**src/rtl/capture_wrap_if.sv**
```systemverilog
// AXI4 bus bundle shared by the master, the slave and any passive observers.
// The monitor modport takes every signal as an input, so an observer can never drive the bus.
interface capture_wrap_if #(
    parameter int unsigned ID_WIDTH   = 4,
    parameter int unsigned ADDR_WIDTH = 32,
    parameter int unsigned DATA_WIDTH = 64,
    parameter int unsigned USER_WIDTH = 1
);
    // Write address channel
    logic [ID_WIDTH-1:0]     aw_id;
    logic [ADDR_WIDTH-1:0]   aw_addr;
    logic [7:0]              aw_len;
    logic [2:0]              aw_size;
    logic [1:0]              aw_burst;
    logic                    aw_lock;
    logic [3:0]              aw_cache;
    logic [2:0]              aw_prot;
    logic [3:0]              aw_region;
    logic [3:0]              aw_qos;
    logic [USER_WIDTH-1:0]   aw_user;
    logic                    aw_valid;
    logic                    aw_ready;

    // Write data channel
    logic [DATA_WIDTH-1:0]   w_data;
    logic [DATA_WIDTH/8-1:0] w_strb;
    logic                    w_last;
    logic [USER_WIDTH-1:0]   w_user;
    logic                    w_valid;
    logic                    w_ready;

    // Write response channel
    logic [ID_WIDTH-1:0]     b_id;
    logic [1:0]              b_resp;
    logic [USER_WIDTH-1:0]   b_user;
    logic                    b_valid;
    logic                    b_ready;

    // Read address channel
    logic [ID_WIDTH-1:0]     ar_id;
    logic [ADDR_WIDTH-1:0]   ar_addr;
    logic [7:0]              ar_len;
    logic [2:0]              ar_size;
    logic [1:0]              ar_burst;
    logic                    ar_lock;
    logic [3:0]              ar_cache;
    logic [2:0]              ar_prot;
    logic [3:0]              ar_region;
    logic [3:0]              ar_qos;
    logic [USER_WIDTH-1:0]   ar_user;
    logic                    ar_valid;
    logic                    ar_ready;

    // Read data channel
    logic [ID_WIDTH-1:0]     r_id;
    logic [DATA_WIDTH-1:0]   r_data;
    logic [1:0]              r_resp;
    logic                    r_last;
    logic [USER_WIDTH-1:0]   r_user;
    logic                    r_valid;
    logic                    r_ready;

    modport master (
        output aw_id, aw_addr, aw_len, aw_size, aw_burst, aw_lock, aw_cache, aw_prot,
               aw_region, aw_qos, aw_user, aw_valid,
        input  aw_ready,
        output w_data, w_strb, w_last, w_user, w_valid,
        input  w_ready,
        input  b_id, b_resp, b_user, b_valid,
        output b_ready,
        output ar_id, ar_addr, ar_len, ar_size, ar_burst, ar_lock, ar_cache, ar_prot,
               ar_region, ar_qos, ar_user, ar_valid,
        input  ar_ready,
        input  r_id, r_data, r_resp, r_last, r_user, r_valid,
        output r_ready
    );

    modport slave (
        input  aw_id, aw_addr, aw_len, aw_size, aw_burst, aw_lock, aw_cache, aw_prot,
               aw_region, aw_qos, aw_user, aw_valid,
        output aw_ready,
        input  w_data, w_strb, w_last, w_user, w_valid,
        output w_ready,
        output b_id, b_resp, b_user, b_valid,
        input  b_ready,
        input  ar_id, ar_addr, ar_len, ar_size, ar_burst, ar_lock, ar_cache, ar_prot,
               ar_region, ar_qos, ar_user, ar_valid,
        output ar_ready,
        output r_id, r_data, r_resp, r_last, r_user, r_valid,
        input  r_ready
    );

    modport monitor (
        input aw_id, aw_addr, aw_len, aw_size, aw_burst, aw_lock, aw_cache, aw_prot,
              aw_region, aw_qos, aw_user, aw_valid, aw_ready,
        input w_data, w_strb, w_last, w_user, w_valid, w_ready,
        input b_id, b_resp, b_user, b_valid, b_ready,
        input ar_id, ar_addr, ar_len, ar_size, ar_burst, ar_lock, ar_cache, ar_prot,
              ar_region, ar_qos, ar_user, ar_valid, ar_ready,
        input r_id, r_data, r_resp, r_last, r_user, r_valid, r_ready
    );

endinterface

```
**src/rtl/capture_wrap.sv**
```systemverilog
// Passive AXI4 monitor. Each cycle it registers a flat snapshot of all five channels together
// with handshake flags, a free-running timestamp and per-channel handshake counters, for the
// trace capture memory. Layout, LSB upward:
//   fire[4:0] | AW | W | B | AR | R | timestamp[31:0] | cnt_aw | cnt_w | cnt_b | cnt_ar | cnt_r
// with zero padding above the used width.
module capture_wrap #(
    parameter int unsigned ID_WIDTH      = 4,
    parameter int unsigned ADDR_WIDTH    = 32,
    parameter int unsigned DATA_WIDTH    = 64,
    parameter int unsigned USER_WIDTH    = 1,
    parameter int unsigned CAPTURE_WIDTH = 1230
) (
    input  logic                     clk_i,
    input  logic                     rst_i,
    input  logic                     clr_i,
    capture_wrap_if.monitor          capture_if,
    output logic [CAPTURE_WIDTH-1:0] capture,
    output logic [4:0]               fire_o
);

    localparam int unsigned TS_WIDTH  = 32;
    localparam int unsigned CNT_WIDTH = 16;
    localparam int unsigned NUM_CH    = 5;

    // Address channel: id, addr, len(8), size(3), burst(2), lock, cache(4), prot(3),
    // region(4), qos(4), user, valid, ready
    localparam int unsigned AX_WIDTH = ID_WIDTH + ADDR_WIDTH + 8 + 3 + 2 + 1 + 4 + 3 + 4 + 4
                                     + USER_WIDTH + 2;
    localparam int unsigned W_WIDTH  = DATA_WIDTH + DATA_WIDTH / 8 + 1 + USER_WIDTH + 2;
    localparam int unsigned B_WIDTH  = ID_WIDTH + 2 + USER_WIDTH + 2;
    localparam int unsigned R_WIDTH  = ID_WIDTH + DATA_WIDTH + 2 + 1 + USER_WIDTH + 2;

    localparam int unsigned USED_WIDTH = NUM_CH + 2 * AX_WIDTH + W_WIDTH + B_WIDTH + R_WIDTH
                                       + TS_WIDTH + NUM_CH * CNT_WIDTH;

    // A capture vector too narrow for the configured bus would silently drop fields.
    if (USED_WIDTH > CAPTURE_WIDTH) begin : g_width_check
        $error("capture_wrap: CAPTURE_WIDTH is smaller than the packed snapshot width");
    end

    if (USER_WIDTH < 1) begin : g_user_check
        $error("capture_wrap: USER_WIDTH must be at least 1");
    end

    // Handshake flags in capture order: bit0=aw, bit1=w, bit2=b, bit3=ar, bit4=r
    logic [NUM_CH-1:0] fire_now;

    // Packed channel fields, MSB-first in the signal order of each channel
    logic [AX_WIDTH-1:0] aw_field;
    logic [W_WIDTH-1:0]  w_field;
    logic [B_WIDTH-1:0]  b_field;
    logic [AX_WIDTH-1:0] ar_field;
    logic [R_WIDTH-1:0]  r_field;

    // Timestamp and counters; *_now is the value after an optional clear this cycle
    logic [TS_WIDTH-1:0]                ts_q;
    logic [TS_WIDTH-1:0]                ts_d;
    logic [TS_WIDTH-1:0]                ts_now;
    logic [NUM_CH-1:0][CNT_WIDTH-1:0]   cnt_q;
    logic [NUM_CH-1:0][CNT_WIDTH-1:0]   cnt_d;

    logic [USED_WIDTH-1:0]    snapshot;
    logic [CAPTURE_WIDTH-1:0] capture_d;
    logic [CAPTURE_WIDTH-1:0] capture_q;
    logic [NUM_CH-1:0]        fire_q;

    // Kept as a continuous assignment so the timestamp base is a single, clearly defined point
    assign ts_now = clr_i ? '0 : ts_q;

    // Pack every channel and detect handshakes from the sampled bus values
    always_comb begin
        fire_now = {capture_if.r_valid  & capture_if.r_ready,
                    capture_if.ar_valid & capture_if.ar_ready,
                    capture_if.b_valid  & capture_if.b_ready,
                    capture_if.w_valid  & capture_if.w_ready,
                    capture_if.aw_valid & capture_if.aw_ready};

        aw_field = {capture_if.aw_id, capture_if.aw_addr, capture_if.aw_len,
                    capture_if.aw_size, capture_if.aw_burst, capture_if.aw_lock,
                    capture_if.aw_cache, capture_if.aw_prot, capture_if.aw_region,
                    capture_if.aw_qos, capture_if.aw_user, capture_if.aw_valid,
                    capture_if.aw_ready};

        w_field  = {capture_if.w_data, capture_if.w_strb, capture_if.w_last,
                    capture_if.w_user, capture_if.w_valid, capture_if.w_ready};

        b_field  = {capture_if.b_id, capture_if.b_resp, capture_if.b_user,
                    capture_if.b_valid, capture_if.b_ready};

        ar_field = {capture_if.ar_id, capture_if.ar_addr, capture_if.ar_len,
                    capture_if.ar_size, capture_if.ar_burst, capture_if.ar_lock,
                    capture_if.ar_cache, capture_if.ar_prot, capture_if.ar_region,
                    capture_if.ar_qos, capture_if.ar_user, capture_if.ar_valid,
                    capture_if.ar_ready};

        r_field  = {capture_if.r_id, capture_if.r_data, capture_if.r_resp,
                    capture_if.r_last, capture_if.r_user, capture_if.r_valid,
                    capture_if.r_ready};
    end

    // Next timestamp and counters; the captured counters already include this cycle's fire
    always_comb begin
        ts_d = ts_now + TS_WIDTH'(1);
        for (int i = 0; i < NUM_CH; i++) begin
            cnt_d[i] = (clr_i ? '0 : cnt_q[i]) + CNT_WIDTH'(fire_now[i]);
        end
    end

    // Assemble the capture word; counters pack with cnt_aw lowest
    always_comb begin
        snapshot = {cnt_d, ts_now, r_field, ar_field, b_field, w_field, aw_field, fire_now};
        capture_d = '0;
        capture_d[USED_WIDTH-1:0] = snapshot;
    end

    // State and output registers; reset overrides clear
    always_ff @(posedge clk_i) begin
        if (rst_i) begin
            ts_q      <= '0;
            cnt_q     <= '0;
            capture_q <= '0;
            fire_q    <= '0;
        end else begin
            ts_q      <= ts_d;
            cnt_q     <= cnt_d;
            capture_q <= capture_d;
            fire_q    <= fire_now;
        end
    end

    assign capture = capture_q;
    assign fire_o  = fire_q;

endmodule

```
**src/flat_wrapper.sv**
```systemverilog
// flat-port wrapper written by rule: the top's interface ports become plain ports
module capture_wrap_flat 
#(
    parameter int unsigned ID_WIDTH      = 4,
    parameter int unsigned ADDR_WIDTH    = 32,
    parameter int unsigned DATA_WIDTH    = 64,
    parameter int unsigned USER_WIDTH    = 1,
    parameter int unsigned CAPTURE_WIDTH = 1230
)
  (clk_i, rst_i, clr_i, capture, fire_o, capture_if_aw_id, capture_if_aw_addr, capture_if_aw_len, capture_if_aw_size, capture_if_aw_burst, capture_if_aw_lock, capture_if_aw_cache, capture_if_aw_prot, capture_if_aw_region, capture_if_aw_qos, capture_if_aw_user, capture_if_aw_valid, capture_if_aw_ready, capture_if_w_data, capture_if_w_strb, capture_if_w_last, capture_if_w_user, capture_if_w_valid, capture_if_w_ready, capture_if_b_id, capture_if_b_resp, capture_if_b_user, capture_if_b_valid, capture_if_b_ready, capture_if_ar_id, capture_if_ar_addr, capture_if_ar_len, capture_if_ar_size, capture_if_ar_burst, capture_if_ar_lock, capture_if_ar_cache, capture_if_ar_prot, capture_if_ar_region, capture_if_ar_qos, capture_if_ar_user, capture_if_ar_valid, capture_if_ar_ready, capture_if_r_id, capture_if_r_data, capture_if_r_resp, capture_if_r_last, capture_if_r_user, capture_if_r_valid, capture_if_r_ready);
  capture_wrap_if #(.ID_WIDTH(ID_WIDTH), .ADDR_WIDTH(ADDR_WIDTH), .DATA_WIDTH(DATA_WIDTH), .USER_WIDTH(USER_WIDTH)) capture_if_i ();
  input  logic clk_i;
  input  logic rst_i;
  input  logic clr_i;
  output logic [CAPTURE_WIDTH-1:0] capture;
  output logic [4:0] fire_o;
  input wire logic [$bits(capture_if_i.aw_id)-1:0] capture_if_aw_id;
  input wire logic [$bits(capture_if_i.aw_addr)-1:0] capture_if_aw_addr;
  input wire logic [$bits(capture_if_i.aw_len)-1:0] capture_if_aw_len;
  input wire logic [$bits(capture_if_i.aw_size)-1:0] capture_if_aw_size;
  input wire logic [$bits(capture_if_i.aw_burst)-1:0] capture_if_aw_burst;
  input wire logic [$bits(capture_if_i.aw_lock)-1:0] capture_if_aw_lock;
  input wire logic [$bits(capture_if_i.aw_cache)-1:0] capture_if_aw_cache;
  input wire logic [$bits(capture_if_i.aw_prot)-1:0] capture_if_aw_prot;
  input wire logic [$bits(capture_if_i.aw_region)-1:0] capture_if_aw_region;
  input wire logic [$bits(capture_if_i.aw_qos)-1:0] capture_if_aw_qos;
  input wire logic [$bits(capture_if_i.aw_user)-1:0] capture_if_aw_user;
  input wire logic [$bits(capture_if_i.aw_valid)-1:0] capture_if_aw_valid;
  input wire logic [$bits(capture_if_i.aw_ready)-1:0] capture_if_aw_ready;
  input wire logic [$bits(capture_if_i.w_data)-1:0] capture_if_w_data;
  input wire logic [$bits(capture_if_i.w_strb)-1:0] capture_if_w_strb;
  input wire logic [$bits(capture_if_i.w_last)-1:0] capture_if_w_last;
  input wire logic [$bits(capture_if_i.w_user)-1:0] capture_if_w_user;
  input wire logic [$bits(capture_if_i.w_valid)-1:0] capture_if_w_valid;
  input wire logic [$bits(capture_if_i.w_ready)-1:0] capture_if_w_ready;
  input wire logic [$bits(capture_if_i.b_id)-1:0] capture_if_b_id;
  input wire logic [$bits(capture_if_i.b_resp)-1:0] capture_if_b_resp;
  input wire logic [$bits(capture_if_i.b_user)-1:0] capture_if_b_user;
  input wire logic [$bits(capture_if_i.b_valid)-1:0] capture_if_b_valid;
  input wire logic [$bits(capture_if_i.b_ready)-1:0] capture_if_b_ready;
  input wire logic [$bits(capture_if_i.ar_id)-1:0] capture_if_ar_id;
  input wire logic [$bits(capture_if_i.ar_addr)-1:0] capture_if_ar_addr;
  input wire logic [$bits(capture_if_i.ar_len)-1:0] capture_if_ar_len;
  input wire logic [$bits(capture_if_i.ar_size)-1:0] capture_if_ar_size;
  input wire logic [$bits(capture_if_i.ar_burst)-1:0] capture_if_ar_burst;
  input wire logic [$bits(capture_if_i.ar_lock)-1:0] capture_if_ar_lock;
  input wire logic [$bits(capture_if_i.ar_cache)-1:0] capture_if_ar_cache;
  input wire logic [$bits(capture_if_i.ar_prot)-1:0] capture_if_ar_prot;
  input wire logic [$bits(capture_if_i.ar_region)-1:0] capture_if_ar_region;
  input wire logic [$bits(capture_if_i.ar_qos)-1:0] capture_if_ar_qos;
  input wire logic [$bits(capture_if_i.ar_user)-1:0] capture_if_ar_user;
  input wire logic [$bits(capture_if_i.ar_valid)-1:0] capture_if_ar_valid;
  input wire logic [$bits(capture_if_i.ar_ready)-1:0] capture_if_ar_ready;
  input wire logic [$bits(capture_if_i.r_id)-1:0] capture_if_r_id;
  input wire logic [$bits(capture_if_i.r_data)-1:0] capture_if_r_data;
  input wire logic [$bits(capture_if_i.r_resp)-1:0] capture_if_r_resp;
  input wire logic [$bits(capture_if_i.r_last)-1:0] capture_if_r_last;
  input wire logic [$bits(capture_if_i.r_user)-1:0] capture_if_r_user;
  input wire logic [$bits(capture_if_i.r_valid)-1:0] capture_if_r_valid;
  input wire logic [$bits(capture_if_i.r_ready)-1:0] capture_if_r_ready;
  assign capture_if_i.aw_id = capture_if_aw_id;
  assign capture_if_i.aw_addr = capture_if_aw_addr;
  assign capture_if_i.aw_len = capture_if_aw_len;
  assign capture_if_i.aw_size = capture_if_aw_size;
  assign capture_if_i.aw_burst = capture_if_aw_burst;
  assign capture_if_i.aw_lock = capture_if_aw_lock;
  assign capture_if_i.aw_cache = capture_if_aw_cache;
  assign capture_if_i.aw_prot = capture_if_aw_prot;
  assign capture_if_i.aw_region = capture_if_aw_region;
  assign capture_if_i.aw_qos = capture_if_aw_qos;
  assign capture_if_i.aw_user = capture_if_aw_user;
  assign capture_if_i.aw_valid = capture_if_aw_valid;
  assign capture_if_i.aw_ready = capture_if_aw_ready;
  assign capture_if_i.w_data = capture_if_w_data;
  assign capture_if_i.w_strb = capture_if_w_strb;
  assign capture_if_i.w_last = capture_if_w_last;
  assign capture_if_i.w_user = capture_if_w_user;
  assign capture_if_i.w_valid = capture_if_w_valid;
  assign capture_if_i.w_ready = capture_if_w_ready;
  assign capture_if_i.b_id = capture_if_b_id;
  assign capture_if_i.b_resp = capture_if_b_resp;
  assign capture_if_i.b_user = capture_if_b_user;
  assign capture_if_i.b_valid = capture_if_b_valid;
  assign capture_if_i.b_ready = capture_if_b_ready;
  assign capture_if_i.ar_id = capture_if_ar_id;
  assign capture_if_i.ar_addr = capture_if_ar_addr;
  assign capture_if_i.ar_len = capture_if_ar_len;
  assign capture_if_i.ar_size = capture_if_ar_size;
  assign capture_if_i.ar_burst = capture_if_ar_burst;
  assign capture_if_i.ar_lock = capture_if_ar_lock;
  assign capture_if_i.ar_cache = capture_if_ar_cache;
  assign capture_if_i.ar_prot = capture_if_ar_prot;
  assign capture_if_i.ar_region = capture_if_ar_region;
  assign capture_if_i.ar_qos = capture_if_ar_qos;
  assign capture_if_i.ar_user = capture_if_ar_user;
  assign capture_if_i.ar_valid = capture_if_ar_valid;
  assign capture_if_i.ar_ready = capture_if_ar_ready;
  assign capture_if_i.r_id = capture_if_r_id;
  assign capture_if_i.r_data = capture_if_r_data;
  assign capture_if_i.r_resp = capture_if_r_resp;
  assign capture_if_i.r_last = capture_if_r_last;
  assign capture_if_i.r_user = capture_if_r_user;
  assign capture_if_i.r_valid = capture_if_r_valid;
  assign capture_if_i.r_ready = capture_if_r_ready;
  capture_wrap #(.ID_WIDTH(ID_WIDTH), .ADDR_WIDTH(ADDR_WIDTH), .DATA_WIDTH(DATA_WIDTH), .USER_WIDTH(USER_WIDTH), .CAPTURE_WIDTH(CAPTURE_WIDTH)) u_core (.clk_i(clk_i), .rst_i(rst_i), .clr_i(clr_i), .capture_if(capture_if_i), .capture(capture), .fire_o(fire_o));
endmodule
```
**config.mk**
```make
export PLATFORM = sky130hd
export DESIGN_NAME = capture_wrap_flat
export DESIGN_NICKNAME = d
export VERILOG_FILES = /design/src/rtl/capture_wrap_if.sv /design/src/rtl/capture_wrap.sv /design/src/flat_wrapper.sv
export SDC_FILE = /design/constraint.sdc
export NUM_CORES = 1
export LEC_CHECK = 0
export ABC_AREA = 1
export CAP_MARGIN = 40
export CELL_PAD_IN_SITES_DETAIL_PLACEMENT = 0
export CELL_PAD_IN_SITES_GLOBAL_PLACEMENT = 1
export CORE_AREA = 2 2 601 603
export DETAILED_ROUTE_END_ITERATION = 6
export DIE_AREA = 0 0 603 605
export HOLD_SLACK_MARGIN = 0.05
export PLACE_DENSITY_LB_ADDON = 0.2
export SYNTH_ARGS = -nofsm -noshare
export SYNTH_HDL_FRONTEND = slang
export SYNTH_SLANG_ARGS = --single-unit
```
**constraint.sdc**
```tcl
create_clock -name clk_i -period 2.43 [get_ports clk_i]
set_input_delay 0.729 -clock clk_i [delete_from_list [all_inputs] [get_ports clk_i]]
set_output_delay 0.729 -clock clk_i [all_outputs]
set_load 0.1 [all_outputs]
```
==> qor.txt <==
PLACEMENT
-----------------------------------------------------------------------------------------------------
DP HPWL ................................................................................       137 mm
Pre-CTS setup slack ....................................................................      -554 ps
RePlAce Congestion .....................................................................        0.742
Standard cell area after detailed placement ............................................   32,200 µm²
Port Buffers ...........................................................................          714

STA
-----------------------------------------------------------------------------------------------------
Setup ws final .........................................................................      94.1 ps
Fmax ...................................................................................    0.428 GHz
Setup violations, final ................................................................            0
Final number of hold-violating endpoints ...............................................            0
Final critical-path share of the clock period ..........................................        0.961
RSZ-0062 raised after global routing ...................................................           no
Worst slew pin tran ....................................................................       707 ps
Worst hold margin ......................................................................       299 ps
Worst relative slew slack ..............................................................        0.527
Worst Clk Skew .........................................................................      34.6 ps
Final worst path period need ...........................................................      2340 ps
Max-slew violation count ...............................................................            0

DIE
-----------------------------------------------------------------------------------------------------
Starting density of the core ...........................................................       0.0605
Die boundary width .....................................................................       603 µm
Die outline height .....................................................................       605 µm
Die area ...............................................................................  365,000 µm²
Top-Level Pins .........................................................................        1,533
Floorplan row count ....................................................................          220
Placeable Area .........................................................................  358,000 µm²

POWER AND IR DROP
-----------------------------------------------------------------------------------------------------
Gate power share .......................................................................        0.328
Share of total power in sequential cells ...............................................        0.267
Maximum vdd ir drop ....................................................................     0.446 mV
Proportion of power drawn by the clock network .........................................        0.404
NetSw ..................................................................................      13.1 mW
Reported leakage power .................................................................      15.5 nW
Pwr/cell area ..........................................................................   828 nW/µm²
Sw Share ...............................................................................        0.454
Overall Power ..........................................................................      28.9 mW
Internal power .........................................................................      15.8 mW

DRT
-----------------------------------------------------------------------------------------------------
Final WL ...............................................................................       156 mm
Remaining number of nets flagged by the antenna check after routing ....................            0
Wire length per cell after detailed routing ............................................      18.2 µm
Detailed Route Iter0 Violations ........................................................          576
DRC ....................................................................................            0
Vias per inst ..........................................................................         2.12
Initial DRT Pass Iterations ............................................................            4
Routed vias ............................................................................       18,100

WORST SETUP PATH
-----------------------------------------------------------------------------------------------------
Logic depth of the worst path, buffers included ........................................            1
Kind of end point of the critical path .................................................  output port
Worst Reg2Reg Path Length in Cells .....................................................           12
Critical path, cell by cell ............................................................        buf_4
CP Class ...............................................................................      reg2out
Startpoint Class .......................................................................         flop
Critical-path maximum fanout ...........................................................            1
Delay-heaviest family, CP ..............................................................   flip-flops
Longest individual stage delay on the worst path .......................................       490 ps
Required time at the worst-slack endpoint ..............................................      1700 ps
Number of buffers and inverters on the critical path ...................................            1
Data arrival, critical path ............................................................      1610 ps
Cell at the slowest stage of the critical path ......................................... sky130_fd_sc_hd__dfxtp_1

GLOBAL ROUTE
-----------------------------------------------------------------------------------------------------
Overall track demand over capacity in global routing ...................................       0.0815
Largest net degree at the start of global routing ......................................           51
Vias in the first global route .........................................................       17,400
Wire length of the first global-routing pass ...........................................       192 mm
GR Overflow Total ......................................................................            0
Initial antenna violation count ........................................................          162

SYNTH
-----------------------------------------------------------------------------------------------------
Count of distinct cell types in the synthesized netlist ................................           33
Avg Synthesized Cell Area ..............................................................     7.62 µm²
Count of state elements after synthesis ................................................          444
Dominant combinational cell family by area after synthesis ............................. buffers and inverters
Xor/xnor share of the synthesized area .................................................     0.000808
Post-synth EDFFs .......................................................................            0
Async S/R FF share, synth ..............................................................            0
Fraction of the yosys area taken by sequential cells ...................................        0.410
Post-synthesis cell count ..............................................................        2,846
Post-synthesis simple-gate area fraction ...............................................        0.175
Fraction of synthesized cell area taken by the top area cell type ......................        0.410
Share of synthesized area spent on multiplexers ........................................            0
Main synth FF type ..................................................................... sky130_fd_sc_hd__dfxtp_1
Dominant cells by area after synthesis ................................................. sky130_fd_sc_hd__dfxtp_1 41%, sky130_fd_sc_hd__buf_4 28%, sky130_fd_sc_hd__nor2_1 9.1%
Synth Cell Area ........................................................................   21,700 µm²
Post-synthesis share of cell area spent on full adders, half adders and majority gates .      0.00577
Cell type with the largest total area after synthesis .................................. sky130_fd_sc_hd__dfxtp_1
Number of warnings issued by yosys .....................................................            0
Fraction of the mapped netlist area in compound gates ..................................       0.0285

CELLS AND AREA
-----------------------------------------------------------------------------------------------------
Number of filler instances in the final layout .........................................       41,800
Footprint of the multi-input gates .....................................................     7640 µm²
Final #Nets ............................................................................        4,002
Relative area change from synthesis to final layout ....................................        60.9%
Share of post-route cells with drive strength above 1 ..................................        0.192
Seq. cell area .........................................................................     8890 µm²
Design Area, Final .....................................................................   34,900 µm²

CLOCK NETWORK
-----------------------------------------------------------------------------------------------------
Post-CTS setup repair buffer count .....................................................            0
Clock tree from TritonCTS ..............................................................         done
Clock Latency Late Sink ................................................................       770 ps
Hold buffers post-CTS ..................................................................            0
Number of gates resized after cts ......................................................           14
Buffers from clock root to sink, at most ...............................................            4
TritonCTS Buffers ......................................................................           78
Clock-pin transition on the worst setup and hold timing paths ..........................        60 ps
H-tree lvl count .......................................................................            3
Cell at the root of the clock tree ..................................................... sky130_fd_sc_hd__clkbuf_16
CTS sink cnt ...........................................................................          444

HOLD PATH
-----------------------------------------------------------------------------------------------------
Type of the tightest min-delay check ...................................................       in2reg
Hold Crit Depth ........................................................................            2

FLOW RUN
-----------------------------------------------------------------------------------------------------
Total of max-cap violations ............................................................            0

OUTCOME
-----------------------------------------------------------------------------------------------------
Outcome ................................................................................ complete, no violations

[synthesized netlist by cell type, types with 7 or more instances]
| master | instances |
|---|---|
| sky130_fd_sc_hd__nand2_1 | 230 |
| sky130_fd_sc_hd__clkbuf_1 | 45 |
| sky130_fd_sc_hd__nand3_1 | 93 |
| sky130_fd_sc_hd__o21ai_0 | 41 |
| sky130_fd_sc_hd__nor2_2 | 19 |
| sky130_fd_sc_hd__nor2_4 | 8 |
| sky130_fd_sc_hd__nand4_1 | 9 |
| sky130_fd_sc_hd__buf_2 | 11 |
| sky130_fd_sc_hd__nor2_1 | 528 |
| sky130_fd_sc_hd__buf_4 | 823 |
| sky130_fd_sc_hd__inv_1 | 454 |
| sky130_fd_sc_hd__a21oi_1 | 73 |
| sky130_fd_sc_hd__nand2_2 | 7 |
| sky130_fd_sc_hd__dfxtp_1 | 444 |
| sky130_fd_sc_hd__ha_1 | 10 |
| sky130_fd_sc_hd__nor3_1 | 14 |
[cell usage in the layout, fill, tap and decap left out, types with 9 or more instances in the layout]
cell type | Yosys | routed
sky130_fd_sc_hd__conb_1 | 1 | 818
sky130_fd_sc_hd__nor2_1 | 528 | 527
sky130_fd_sc_hd__buf_4 | 823 | 463
sky130_fd_sc_hd__inv_1 | 454 | 453
sky130_fd_sc_hd__dfxtp_1 | 444 | 440
sky130_fd_sc_hd__clkdlybuf4s50_1 | 0 | 295
sky130_fd_sc_hd__nand2_1 | 230 | 230
sky130_fd_sc_hd__nand3_1 | 93 | 93
sky130_fd_sc_hd__clkbuf_16 | 0 | 80
sky130_fd_sc_hd__a21oi_1 | 73 | 73
sky130_fd_sc_hd__buf_12 | 1 | 70
sky130_fd_sc_hd__diode_2 | 0 | 44
sky130_fd_sc_hd__o21ai_0 | 41 | 41
sky130_fd_sc_hd__nor2_2 | 19 | 19
sky130_fd_sc_hd__clkbuf_1 | 45 | 16
sky130_fd_sc_hd__nor3_1 | 14 | 14
sky130_fd_sc_hd__clkinv_2 | 0 | 11
sky130_fd_sc_hd__clkbuf_8 | 0 | 10
sky130_fd_sc_hd__buf_6 | 6 | 10
sky130_fd_sc_hd__nand4_1 | 9 | 9
sky130_fd_sc_hd__nor2_4 | 8 | 9
[layout make-up]
| class | count | share of cell area |
|---|---|---|
| Sequential cell | 444 | 0.255 |
| Timing Repair Buffer | 840 | 0.228 |
| Multi-Input combinational cell | 1869 | 0.219 |
| Tap cell | 4773 | 0.171 |
| Clock buffer | 106 | 0.0630 |
| Inverter | 461 | 0.0497 |
| Clock inverter | 28 | 0.0108 |
| Antenna cell | 44 | 0.00316 |
[routing by layer]
layer,up-vias,GRT usage,wire length [µm]
li1,8529,-,-
met1,8297,0.0835,56400
met2,947,0.134,72200
met3,281,0.0582,22800
met4,92,0.0182,3460
met5,-,0,581
[sequential cells by signal (all words and copies together) (netlist names)]
signal	cells
u_core.capture	408
u_core.ts_q	32
u_core.fire_o	4
[cell families after synthesis]
logic type	count (synthesis)
buf+inv	1350
simple gates	918
other cells	1
compound gates	121
fa+ha+maj	10
xor+xnor	2
flops	444
[stage by stage]
| step | TNS (ps) | util | instances |
|---|---|---|---|
| floorplan | 0 | - | 3663 |
| global placement | -11850 | 0.0898 | 8387 |
| detailed placement | -13100 | 0.0898 | 8387 |
| CTS | -44.5 | 0.0971 | 8521 |
| global route | 0 | 0.0971 | 8523 |
| finish | 0 | 0.0974 | 8565 |
[power groups by stage]
stage,combinational (mW),clock [mW],sequential [mW]
5_1_grt,9.73,12.6,7.74
3_3_place_gp,9.57,0,7.87
2_1_floorplan,6.89,0,9.76
6_report,9.48,11.7,7.72
4_1_cts,9.57,12.5,7.72
3_5_place_dp,9.56,0,7.87
[worst register-to-register path: cells and delay by family, from the launching register on]
kind	cells	cell delay, ps
fa+ha+maj	2	450
simple gates	7	780
flops	1	330
buf+inv	3	160
[worst paths after layout]
check / from / to / slack [ps]
setup / recovery: u_core.capture[119]$_SDFF_PP0_ / capture[119] / 90
hold / removal: rst_i / u_core.capture[150]$_SDFF_PP0_ / 300
setup reg to reg: u_core.capture[380]$_SDFF_PP0_ / u_core.capture[392]$_SDFF_PP0_ / 660
hold reg to reg: u_core.ts_q[31]$_SDFF_PP0_ / u_core.capture[331]$_SDFF_PP0_ / 460
Power figures use the tool's default switching activity.
==> edit (config.mk and constraints unchanged) <==
`ID_WIDTH` is set to 4 in 3 places; all go to 6.
--- a/src/rtl/capture_wrap_if.sv
+++ b/src/rtl/capture_wrap_if.sv
@@ -1,7 +1,7 @@
 // AXI4 bus bundle shared by the master, the slave and any passive observers.
 // The monitor modport takes every signal as an input, so an observer can never drive the bus.
 interface capture_wrap_if #(
-    parameter int unsigned ID_WIDTH   = 4,
+    parameter int unsigned ID_WIDTH   = 6,
     parameter int unsigned ADDR_WIDTH = 32,
     parameter int unsigned DATA_WIDTH = 64,
     parameter int unsigned USER_WIDTH = 1
--- a/src/rtl/capture_wrap.sv
+++ b/src/rtl/capture_wrap.sv
@@ -4,7 +4,7 @@
 //   fire[4:0] | AW | W | B | AR | R | timestamp[31:0] | cnt_aw | cnt_w | cnt_b | cnt_ar | cnt_r
 // with zero padding above the used width.
 module capture_wrap #(
-    parameter int unsigned ID_WIDTH      = 4,
+    parameter int unsigned ID_WIDTH      = 6,
     parameter int unsigned ADDR_WIDTH    = 32,
     parameter int unsigned DATA_WIDTH    = 64,
     parameter int unsigned USER_WIDTH    = 1,
--- a/src/flat_wrapper.sv
+++ b/src/flat_wrapper.sv
@@ -1,7 +1,7 @@
 // flat-port wrapper written by rule: the top's interface ports become plain ports
 module capture_wrap_flat 
 #(
-    parameter int unsigned ID_WIDTH      = 4,
+    parameter int unsigned ID_WIDTH      = 6,
     parameter int unsigned ADDR_WIDTH    = 32,
     parameter int unsigned DATA_WIDTH    = 64,
     parameter int unsigned USER_WIDTH    = 1,
Interface: changed (resized capture_if_ar_id, capture_if_aw_id, capture_if_b_id and capture_if_r_id); port bits go from 1533 to 1541. The function was not compared with the original's and may differ.
==> edit against the original RTL <==
Via count shrank 1.2%; hold slack gained 0.019 ns; power grew 0.83%; critical endpoint is now capture[147]; routed wire length shrank 1.0%; highest routed layer unchanged; worst setup slack gained 0.016 ns; non-clock buffer count grew 20; sequential cell count grew 8; final area grew 1.4%; first-iteration DRC count grew 20%; area after synthesis grew 1.0%.
==> edit: results (changes against the original RTL) <==
| Metric | Value |
|---|---|
| Outcome | `finished, final reports clean (unchanged)` |
| Total GRT Usage | `8.029% (was 8.151%)` |
| FF/Latch Area | `9049 µm² (was 8894 µm²)` |
| Logic inverters | `469 (was 461)` |
| Fin cells | `8,589 (was 8,565)` |
| Max FFs per register | `416 (was 408)` |
| WL final | `153,900 µm (was 155,500 µm)` |
| Worst setup startpoint | `u_core.capture[147] (was u_core.capture[119])` |
| Count of plain and timing-repair buffers | `860 (was 840)` |
| Worst clock skew | `0.04897 ns (was 0.03458 ns)` |
| Gpl congestion | `0.7519 (was 0.7422)` |
| Vias/cell | `2.088 (was 2.119)` |
| Leak pwr | `15.77 nW (was 15.54 nW)` |
| Pre-antenna DRT Iters | `5 (was 4)` |
| Non-clock buffering overhead | `23.31% (was 22.82%)` |
| Synth top area cells | `dfxtp_1, buf_4, nor2_1, inv_1, nand2_1 (unchanged)` |
| Yosys cell types | `35 (was 33)` |
| Seq Cell Count | `452 (was 444)` |
| Fraction of area in clock buffers and inverters | `7.203% (was 7.388%)` |
| Max_slew headroom | `54.99% (was 52.72%)` |
| Vias in the first global route | `17,300 (was 17,440)` |
| Hold_ws | `0.3180 ns (was 0.2991 ns)` |
| Share of cells above drive strength 1 | `19.55% (was 19.21%)` |
| Worst Setup EP | `capture[147] (was capture[119])` |
| Met1 Usage GRT | `8.524% (was 8.348%)` |
| Commonest cells in the netlist | `buf_4, nor2_1, inv_1 (unchanged)` |
| R2R setup slack | `0.69 ns (was 0.66 ns)` |
[edit: cell types whose count changed after synthesis, moves of 3 or more]
cell,change
nor2_1,+5
clkbuf_1,-3
dfxtp_1,+8
nor2_2,-5
nand2_1,-11
nor2_4,+4
buf_4,-4
inv_1,+9
nand2_2,+8
[edit: what timing repair did]
item | 4_1_cts | 5_1_grt
setup buffers | 0 | 0
gates resized for setup | 4 | 0
endpoints found under the hold margin | 0 | 0
endpoints found under the setup margin | 4 | 0
[edit: cells by family after synthesis]
logic type,Yosys count,share of synthesized area [%]
buffers and inverters,1350,37.57
adder cells (fa/ha/maj),10,0.5712
XOR/XNOR,2,0.07998
other,1,0.01712
flip-flops,452,41.31
AO/OA/AOI/OAI,122,2.844
AND/OR/NAND/NOR,920,17.61
[edit: routing by layer]
layer / wire length (µm) / vias up
met1: 57280 / 8172
met3: 21090 / 238
li1: - / 8598
met5: 506 / -
met2: 69950 / 847
met4: 5065 / 76
